## config.mk

```make
export PLATFORM = sky130hd
export DESIGN_NAME = retire_trace_buffer_flat
export DESIGN_NICKNAME = d
export VERILOG_FILES = /design/src/rtl/retire_trace_buffer_if.sv /design/src/rtl/retire_trace_buffer.sv /design/src/flat_wrapper.sv
export SDC_FILE = /design/constraint.sdc
export NUM_CORES = 2
export LEC_CHECK = 0
export ABC_AREA = 0
export CAP_MARGIN = 10
export CELL_PAD_IN_SITES_DETAIL_PLACEMENT = 0
export CELL_PAD_IN_SITES_GLOBAL_PLACEMENT = 2
export CORE_UTILIZATION = 53
export CTS_CLUSTER_SIZE = 10
export DETAILED_ROUTE_END_ITERATION = 8
export PLACE_DENSITY_LB_ADDON = 0.1
export SETUP_SLACK_MARGIN = 0.4
export SYNTH_ARGS = -nofsm -noshare
export SYNTH_HDL_FRONTEND = slang
export SYNTH_SLANG_ARGS = --single-unit
```

## constraint.sdc

```tcl
create_clock -name clk -period 20.9 [get_ports clk]
set_input_delay 2.09 -clock clk [delete_from_list [all_inputs] [get_ports clk]]
set_output_delay 2.09 -clock clk [all_outputs]
set_load 0.1 [all_outputs]
```

## src/rtl/retire_trace_buffer_if.sv

```systemverilog
// retire_trace_buffer_if: snoop, trigger and trace-stream signals of the retirement trace buffer.
// Rev 1.0
`default_nettype none

interface retire_trace_buffer_if #(
  parameter int XLEN = 32,
  parameter int CH   = 4
);
  logic                 arm;
  logic                 retire_valid;
  logic [XLEN-1:0]      retire_pc;
  logic [CH*XLEN-1:0]   retire_ch;
  logic                 trig_en;
  logic [XLEN-1:0]      trig_pc;
  logic                 out_valid;
  logic                 out_ready;
  logic [XLEN-1:0]      out_pc;
  logic [CH*XLEN-1:0]   out_ch;
  logic                 out_last;
  logic [1:0]           state;
  logic [15:0]          dropped;

  modport master (
    output arm, retire_valid, retire_pc, retire_ch, trig_en, trig_pc, out_ready,
    input  out_valid, out_pc, out_ch, out_last, state, dropped
  );

  modport slave (
    input  arm, retire_valid, retire_pc, retire_ch, trig_en, trig_pc, out_ready,
    output out_valid, out_pc, out_ch, out_last, state, dropped
  );
endinterface

`default_nettype wire

```

## src/rtl/retire_trace_buffer.sv

```systemverilog
// retire_trace_buffer: PC-triggered circular capture of retired instructions, drained oldest-first.
// Rev 1.0
`default_nettype none

module retire_trace_buffer #(
  parameter int XLEN     = 32,
  parameter int CH       = 4,
  parameter int DEPTH    = 16,
  parameter int POST_CNT = 8
) (
  input  logic                 clk,
  input  logic                 rst,
  retire_trace_buffer_if.slave bus
);
  localparam int            AW        = $clog2(DEPTH);
  localparam int            EW        = XLEN * (CH + 1);
  localparam logic [AW:0]   FILL_FULL = (AW + 1)'(DEPTH);
  localparam logic [AW-1:0] POST_INIT = AW'(POST_CNT);

  typedef enum logic [1:0] {
    S_IDLE  = 2'd0,
    S_ARMED = 2'd1,
    S_POST  = 2'd2,
    S_DUMP  = 2'd3
  } state_e;

  state_e               state_q, state_d;
  logic [AW-1:0]        wr_ptr_q, wr_ptr_d;
  logic [AW-1:0]        rd_ptr_q, rd_ptr_d;
  logic [AW:0]          fill_q, fill_d;
  logic [AW:0]          remaining_q, remaining_d;
  logic [AW-1:0]        post_q, post_d;
  logic [15:0]          dropped_q, dropped_d;
  logic                 out_valid_q, out_valid_d;
  logic                 out_last_q, out_last_d;
  logic [XLEN-1:0]      out_pc_q, out_pc_d;
  logic [CH*XLEN-1:0]   out_ch_q, out_ch_d;
  logic [EW-1:0]        mem_q [DEPTH];

  logic                 w_store;
  logic                 w_enter_dump;
  logic                 w_trig;
  logic [EW-1:0]        w_rd_entry;

  always_comb begin
    state_d      = state_q;
    wr_ptr_d     = wr_ptr_q;
    rd_ptr_d     = rd_ptr_q;
    fill_d       = fill_q;
    remaining_d  = remaining_q;
    post_d       = post_q;
    dropped_d    = dropped_q;
    out_valid_d  = out_valid_q;
    out_last_d   = out_last_q;
    out_pc_d     = out_pc_q;
    out_ch_d     = out_ch_q;
    w_store      = 1'b0;
    w_enter_dump = 1'b0;
    w_trig       = bus.retire_valid & bus.trig_en & (bus.retire_pc == bus.trig_pc);
    w_rd_entry   = mem_q[rd_ptr_q];

    unique case (state_q)
      S_IDLE: begin
        if (bus.arm) begin
          state_d   = S_ARMED;
          wr_ptr_d  = '0;
          fill_d    = '0;
          dropped_d = '0;
        end
      end
      S_ARMED: begin
        if (bus.retire_valid) begin
          w_store = 1'b1;
          if (w_trig) begin
            post_d = POST_INIT;
            if (POST_CNT > 0) begin
              state_d = S_POST;
            end else begin
              state_d      = S_DUMP;
              w_enter_dump = 1'b1;
            end
          end
        end
      end
      S_POST: begin
        if (bus.retire_valid) begin
          w_store = 1'b1;
          post_d  = post_q - AW'(1);
          if (post_q == AW'(1)) begin
            state_d      = S_DUMP;
            w_enter_dump = 1'b1;
          end
        end
      end
      S_DUMP: begin
        if (bus.retire_valid && (dropped_q != 16'hFFFF)) begin
          dropped_d = dropped_q + 16'd1;
        end
        // A beat transfers and the next one loads on the same edge, so the stream has no bubbles.
        if (out_valid_q && bus.out_ready && out_last_q) begin
          out_valid_d = 1'b0;
          out_last_d  = 1'b0;
          state_d     = S_IDLE;
        end else if ((!out_valid_q || bus.out_ready) && (remaining_q != '0)) begin
          out_valid_d = 1'b1;
          out_pc_d    = w_rd_entry[XLEN-1:0];
          out_ch_d    = w_rd_entry[EW-1:XLEN];
          out_last_d  = (remaining_q == (AW + 1)'(1));
          rd_ptr_d    = rd_ptr_q + AW'(1);
          remaining_d = remaining_q - (AW + 1)'(1);
        end
      end
    endcase

    if (w_store) begin
      wr_ptr_d = wr_ptr_q + AW'(1);
      fill_d   = (fill_q == FILL_FULL) ? fill_q : fill_q + (AW + 1)'(1);
    end
    // With a full buffer the low bits of fill are zero, so the oldest entry is the write pointer.
    if (w_enter_dump) begin
      rd_ptr_d    = wr_ptr_d - fill_d[AW-1:0];
      remaining_d = fill_d;
    end
  end

  always_ff @(posedge clk) begin
    if (!rst) begin
      state_q     <= S_IDLE;
      wr_ptr_q    <= '0;
      rd_ptr_q    <= '0;
      fill_q      <= '0;
      remaining_q <= '0;
      post_q      <= '0;
      dropped_q   <= '0;
      out_valid_q <= 1'b0;
      out_last_q  <= 1'b0;
      out_pc_q    <= '0;
      out_ch_q    <= '0;
    end else begin
      state_q     <= state_d;
      wr_ptr_q    <= wr_ptr_d;
      rd_ptr_q    <= rd_ptr_d;
      fill_q      <= fill_d;
      remaining_q <= remaining_d;
      post_q      <= post_d;
      dropped_q   <= dropped_d;
      out_valid_q <= out_valid_d;
      out_last_q  <= out_last_d;
      out_pc_q    <= out_pc_d;
      out_ch_q    <= out_ch_d;
    end
  end

  always_ff @(posedge clk) begin
    if (rst && w_store) begin
      mem_q[wr_ptr_q] <= {bus.retire_ch, bus.retire_pc};
    end
  end

  assign bus.out_valid = out_valid_q;
  assign bus.out_last  = out_last_q;
  assign bus.out_pc    = out_pc_q;
  assign bus.out_ch    = out_ch_q;
  assign bus.state     = state_q;
  assign bus.dropped   = dropped_q;

endmodule

`default_nettype wire

```

## src/flat_wrapper.sv

```systemverilog
// flat-port wrapper written by rule: the top's interface ports become plain ports
module retire_trace_buffer_flat 
#(
  parameter int XLEN     = 32,
  parameter int CH       = 4,
  parameter int DEPTH    = 16,
  parameter int POST_CNT = 8
)
  (clk, rst, bus_arm, bus_retire_valid, bus_retire_pc, bus_retire_ch, bus_trig_en, bus_trig_pc, bus_out_ready, bus_out_valid, bus_out_pc, bus_out_ch, bus_out_last, bus_state, bus_dropped);
  retire_trace_buffer_if #(.XLEN(XLEN), .CH(CH)) bus_i ();
  input  logic clk;
  input  logic rst;
  input wire logic [$bits(bus_i.arm)-1:0] bus_arm;
  input wire logic [$bits(bus_i.retire_valid)-1:0] bus_retire_valid;
  input wire logic [$bits(bus_i.retire_pc)-1:0] bus_retire_pc;
  input wire logic [$bits(bus_i.retire_ch)-1:0] bus_retire_ch;
  input wire logic [$bits(bus_i.trig_en)-1:0] bus_trig_en;
  input wire logic [$bits(bus_i.trig_pc)-1:0] bus_trig_pc;
  input wire logic [$bits(bus_i.out_ready)-1:0] bus_out_ready;
  output wire logic [$bits(bus_i.out_valid)-1:0] bus_out_valid;
  output wire logic [$bits(bus_i.out_pc)-1:0] bus_out_pc;
  output wire logic [$bits(bus_i.out_ch)-1:0] bus_out_ch;
  output wire logic [$bits(bus_i.out_last)-1:0] bus_out_last;
  output wire logic [$bits(bus_i.state)-1:0] bus_state;
  output wire logic [$bits(bus_i.dropped)-1:0] bus_dropped;
  assign bus_i.arm = bus_arm;
  assign bus_i.retire_valid = bus_retire_valid;
  assign bus_i.retire_pc = bus_retire_pc;
  assign bus_i.retire_ch = bus_retire_ch;
  assign bus_i.trig_en = bus_trig_en;
  assign bus_i.trig_pc = bus_trig_pc;
  assign bus_i.out_ready = bus_out_ready;
  assign bus_out_valid = bus_i.out_valid;
  assign bus_out_pc = bus_i.out_pc;
  assign bus_out_ch = bus_i.out_ch;
  assign bus_out_last = bus_i.out_last;
  assign bus_state = bus_i.state;
  assign bus_dropped = bus_i.dropped;
  retire_trace_buffer #(.XLEN(XLEN), .CH(CH), .DEPTH(DEPTH), .POST_CNT(POST_CNT)) u_core (.clk(clk), .rst(rst), .bus(bus_i));
endmodule
```

# Word level (Yosys, flattened, before mapping)

Memory sizes are Yosys's and may differ from the RTL's. A register that Yosys moved wholly into a read port is not among the register bits.
Cells that the tools add are included.

Bits in registers: 42
RAM bits: 2560
Memories: 1

Add/sub/neg operators: 7
Equality and inequality tests: 16
Multiplexer cells: 40
Bitwise logic cells: 3
Reductions and logical operators: 22

Memories:

| name         | words | bits a word | rd ports | clocked after memory_dff | write ports | RTL line                  | text |
|---|---|---|---|---|---|---|---|
| u_core.mem_q | 16    | 160         | 1        | 1                        | 1           | retire_trace_buffer.sv:38 | `logic [EW-1:0] mem_q [DEPTH];` |

Operator list:

| cell                                                | number |
|---|---|
| 2-to-1 mux 4 bit                                    | 10 |
| 2-to-1 mux 5 bit                                    | 8 |
| equality test 32 bit                                | 1 |
| 2-to-1 mux 16 bit                                   | 2 |
| case mux 16 bit (2 select lines)                    | 1 |
| adder 16 x 1 -> 16 bit, second input constant       | 1 |
| != test 16 bit, second input constant               | 1 |
| 2-to-1 mux 2 bit                                    | 6 |
| 2-to-1 mux 1 bit                                    | 11 |
| != test 2 x 1 -> 1 bit, second input constant       | 5 |
| nonzero test 2 bit                                  | 5 |
| AND reduction 3 bit                                 | 3 |
| adder 4 x 1 -> 4 bit, second input constant         | 2 |
| case mux 2 bit (4 select lines)                     | 1 |
| case mux 4 bit (2 select lines)                     | 1 |
| != test 2 bit, second input constant                | 3 |
| AND reduction 6 bit                                 | 1 |
| adder 5 x 1 -> 5 bit, second input constant         | 1 |
| equality test 5 x 1 -> 1 bit, second input constant | 1 |
| equality test 5 bit, second input constant          | 1 |
| logical AND 1 bit                                   | 5 |
| nonzero test 5 bit                                  | 1 |
| subtractor 5 x 1 -> 5 bit, second input constant    | 1 |
| equality test 2 bit, second input constant          | 2 |
| other kinds (12)                                    | 14 |

# Logic depth before layout (Yosys ltp)

Depth in word-level cells: 7
Gate-level depth with buffers: 13
Mapped depth without buffers: 12

# Worst setup path before layout

OpenSTA, ideal clock, no wires.

Kind: input port to flip-flop
Start point: in bus_retire_valid
End point: mem u_core.mem_q[11][0] in the netlist's numbering, enable pin
Library setup time: 0.683 ns
Data arrival time: 9.296 ns
Setup slack: 10.922 ns
Stages: 4
Path through: and2_1 -> clkbuf_1 -> nand2_1 -> nor2_1

Cells in the longest elaborated chain, start to end: 5

RTL lines:

| what                                   | RTL line                                             | text |
|---|---|---|
| start: declaration                     | flat_wrapper.sv:14                                   | `input wire logic [$bits(bus_i.retire_valid)-1:0] bus_retire_valid;` |
| 2-to-1 mux 1 bit                       | retire_trace_buffer.sv:72, retire_trace_buffer.sv:86 |  |
| 2-to-1 mux 1 bit                       | n/a                                                  |  |
| logical AND 1 bit                      | retire_trace_buffer.sv:155                           | `if (rst && w_store) begin` |
| 2-to-1 mux 1 bit                       | retire_trace_buffer.sv:155                           |  |
| 2-to-1 mux 1 bit (not written as such) | retire_trace_buffer.sv:156                           | `mem_q[wr_ptr_q] <= {bus.retire_ch, bus.retire_pc};` |
| end: declaration                       | retire_trace_buffer.sv:38                            |  |

No other way between the ends.

# Final worst setup path

Start point: in bus_retire_valid
End point: mem u_core.mem_q[2][61] in the netlist's numbering, enable pin

Same word-level chain as after synthesis.

==> results.ini <==
[detailed_routing]
drt-initial-drc-count=4805
ant_nets=0
vias_per_cell=6.11
via_count=48700
drt-wirelength-per-cell_um=30.6
drt_pass1_iterations=5
drc=0
wl_um=244000

[floorplan]
io_pins=378
die_y_um=445
rows=162
dieArea_mm2=0.198
coreArea_mm2=0.195
die_x_um=445
initial_utilization_pct=53.4

[cts]
clock_latency_ns=0.93
cts_hold_buf=0
ctsLongestPathBuffers=4
clk_pin_slew_worst_paths_ns=0.05
post_cts_buffers=0
clock-sinks=2762
htreeDepth=5
root_buffer=clkbuf_16
cts-resized-gates=0
cts_tree=yes
cts_inserted_buffers=328

[critical_path]
path_max_fanout=51
worstPathCellList=clkdlybuf4s50_1 > and2_1 > nand2_1 > nor2_4 > buf_4 > buf_4 > buf_4
crit_top_cell=buf_4
critPathMaxStageDelay_ns=0.93
slowest_stage=buf_4
worst_setup_path_start_kind=input pin
r2r_start=u_core.rd_ptr_q[1]$_SDFFE_PN0P_
end_kind=flip-flop
critPathKind=in2reg
cp.required_ns=21.43
critPathArrivalTime_ns=6.40
cp-startpoint=bus_retire_valid

[sta]
finClkSkew_ns=0.0431
min_period_over_period_pct=28.1
setup_viol=0
tightest_slew_ns=1.12
slew_headroom_pct=25.5
setup-tns-final_ns=0
fin_crit_ns=5.87
rsz0062_at_grt=false
finalMaxSlewViolations=0
fmax_mhz=170
hold_viol=0

[finish]
stdcell_count=7965
seq_area_mm2=0.0809
multi_input_area_mm2=0.0221
finalNetCount=5369
nFillCells=13600
layout-drive-gt1-share_pct=23.6
fin_area_mm2=0.120
syn2layout_area_growth_pct=15.5

[logic_synthesis]
synth.distinct_cells=55
synth_edf_count=2560
synth_flop_cell=edfxtp_1
syn_nets=4815
avgSynthCellArea_um2=22.6
synthArstFlopShare_pct=0
synthCells=4595
ys_seq_elements=2762
yosysSeqAreaShare_pct=77.8
syn-cell-area_mm2=0.104
yosysWarningCount=0

[placed_design]
portBuffers=377
gp_congestion=0.747
postPlaceCellArea_mm2=0.111
dp_cells=7443
hpwlAfterDp_um=131000

[global_route]
grt_max_degree=121
overflow=0
antenna_found_initial=42
grt_first_pass_wirelength_um=354000
grt_pass1_vias=50400
track_usage_pct=25.0

[pwr]
power.leakage_nw=35.9
powerDensity_mw_per_mm2=96.1
ir_worst_vdd_uv=98.0
power_mw=11.5

[outcome]
outcome=completed

[hold_path]
worstHoldStart=u_core.bus.out_ch[125]$_SDFFE_PN0P_
worst_hold_path_type=reg2reg

[run]
cap_violations=0

## metal layers
metal  GRT usage [%]  vias up  share of wire [%]
met5               0        -              0.075
met4            6.05       28                2.0
met3            5.32      340                7.3
met2            40.1     1752                 49
met1            35.5    26200                 41
li1                -    20300                  -
## critical path: cells and delay by family
kind	cells	cell delay [ns]
buffers and inverters	4	3.14
AND/OR/NAND/NOR	3	0.98
## cell usage in the layout, fill, tap and decap left out, drive strengths merged, types with 3 or more instances in the layout
cell type and n:
ha 21, nor4b 3, nor3 12, inv 18, a21oi 176, clkinv 5
nand4 10, nand3b 4, a211oi 5, xor2 26, diode 6, clkdlybuf4s50 376
o21ai 15, and3 5, nand2 352, buf 89, edfxtp 2560, mux4 800
clkbuf 508, nand3 17, nor2 51, nor4 8, dfxtp 202, and2 5
xnor2 30
## through the flow
| step | hold slack (ns) | worst slack [ns] | util (%) |
|---|---|---|---|
| after CTS | 0.453 | 15.03 | 61.6 |
| after global placement | 0.441 | 14.08 | 56.9 |
| after floorplan | 0.451 | 10.92 | - |
| final | 0.451 | 15.03 | 61.6 |
| after detailed placement | 0.445 | 14.06 | 56.9 |
| after global routing | 0.464 | 14.82 | 61.6 |
## cell type report
cell class,instances,share of cell area (%)
Clock buffer,508,7.54
Timing Repair Buffer,465,3.82
Antenna cell,6,0.0125
Tap cell,2624,2.73
Multi-Input combinational cell,1576,18.4
Clock inverter,8,0.0864
Inverter,16,0.0562
Sequential cell,2762,67.4
## logic make-up (layout without fill, tap and decap cells)
logic type / after synthesis / count (layout) / synth area share [%]
DFF: 2762 / 2762 / 77.8
muxes: 802 / 802 / 17.3
and+or+nand+nor: 481 / 481 / 1.92
buffers and inverters: 257 / 997 / 1.10
AOI/OAI and AO/OA: 215 / 215 / 1.12
xor gates and xnor gates: 56 / 56 / 0.471
adders and majority gates: 22 / 22 / 0.272
other: 0 / 6 / 0
## sequential cells by signal, indices dropped and copies added, names as in the netlist
name                  cells
u_core.bus.dropped       16
u_core.bus.out_ch       128
u_core.bus.out_last       1
u_core.bus.out_pc        32
u_core.bus.out_valid      1
u_core.bus.state          2
u_core.fill_q             5
u_core.mem_q           2560
u_core.post_q             4
u_core.rd_ptr_q           4
u_core.remaining_q        5
u_core.wr_ptr_q           4
## worst paths after layout
| kind | slack (ns) | cells after the start | endpoint |
|---|---|---|---|
| max | 15.03 | 7 | u_core.mem_q[2][61]$_DFFE_PP_ |
| min | 0.45 | 2 | u_core.bus.out_ch[125]$_SDFFE_PN0P_ |
| max reg2reg | 15.85 | 7 | u_core.bus.out_ch[118]$_SDFFE_PN0P_ |
| min reg2reg | 0.45 | 2 | u_core.bus.out_ch[125]$_SDFFE_PN0P_ |
## synthesized netlist by cell type, types with 4 or more instances
master,count,area (um2)
buf_2,55,275
nand3_1,17,85.1
o21ai_0,8,40.0
nand3b_1,4,30.0
edfxtp_1,2560,76900
ha_1,21,263
xnor2_1,30,263
and3_1,5,31.3
nor4_1,8,50.1
a211oi_1,5,37.5
a21oi_1,176,881
clkbuf_1,160,601
nand2_1,352,1320
buf_6,5,56.3
mux4_2,800,18000
buf_4,20,150
xor2_1,26,228
o21ai_1,7,35.0
nor2_1,51,191
nand4_1,10,62.6
dfxtp_1,202,4040
nor3_1,12,60.1
and2_1,5,31.3
inv_1,14,52.6
## where the power goes
group	switching (mW)	internal, mW	total (mW)
sequential	0.0185	6.11	6.13
clock	2.03	2.95	4.98
combinational	0.278	0.156	0.434
total	2.32	9.22	11.5
Power figures use the tool's default switching activity.
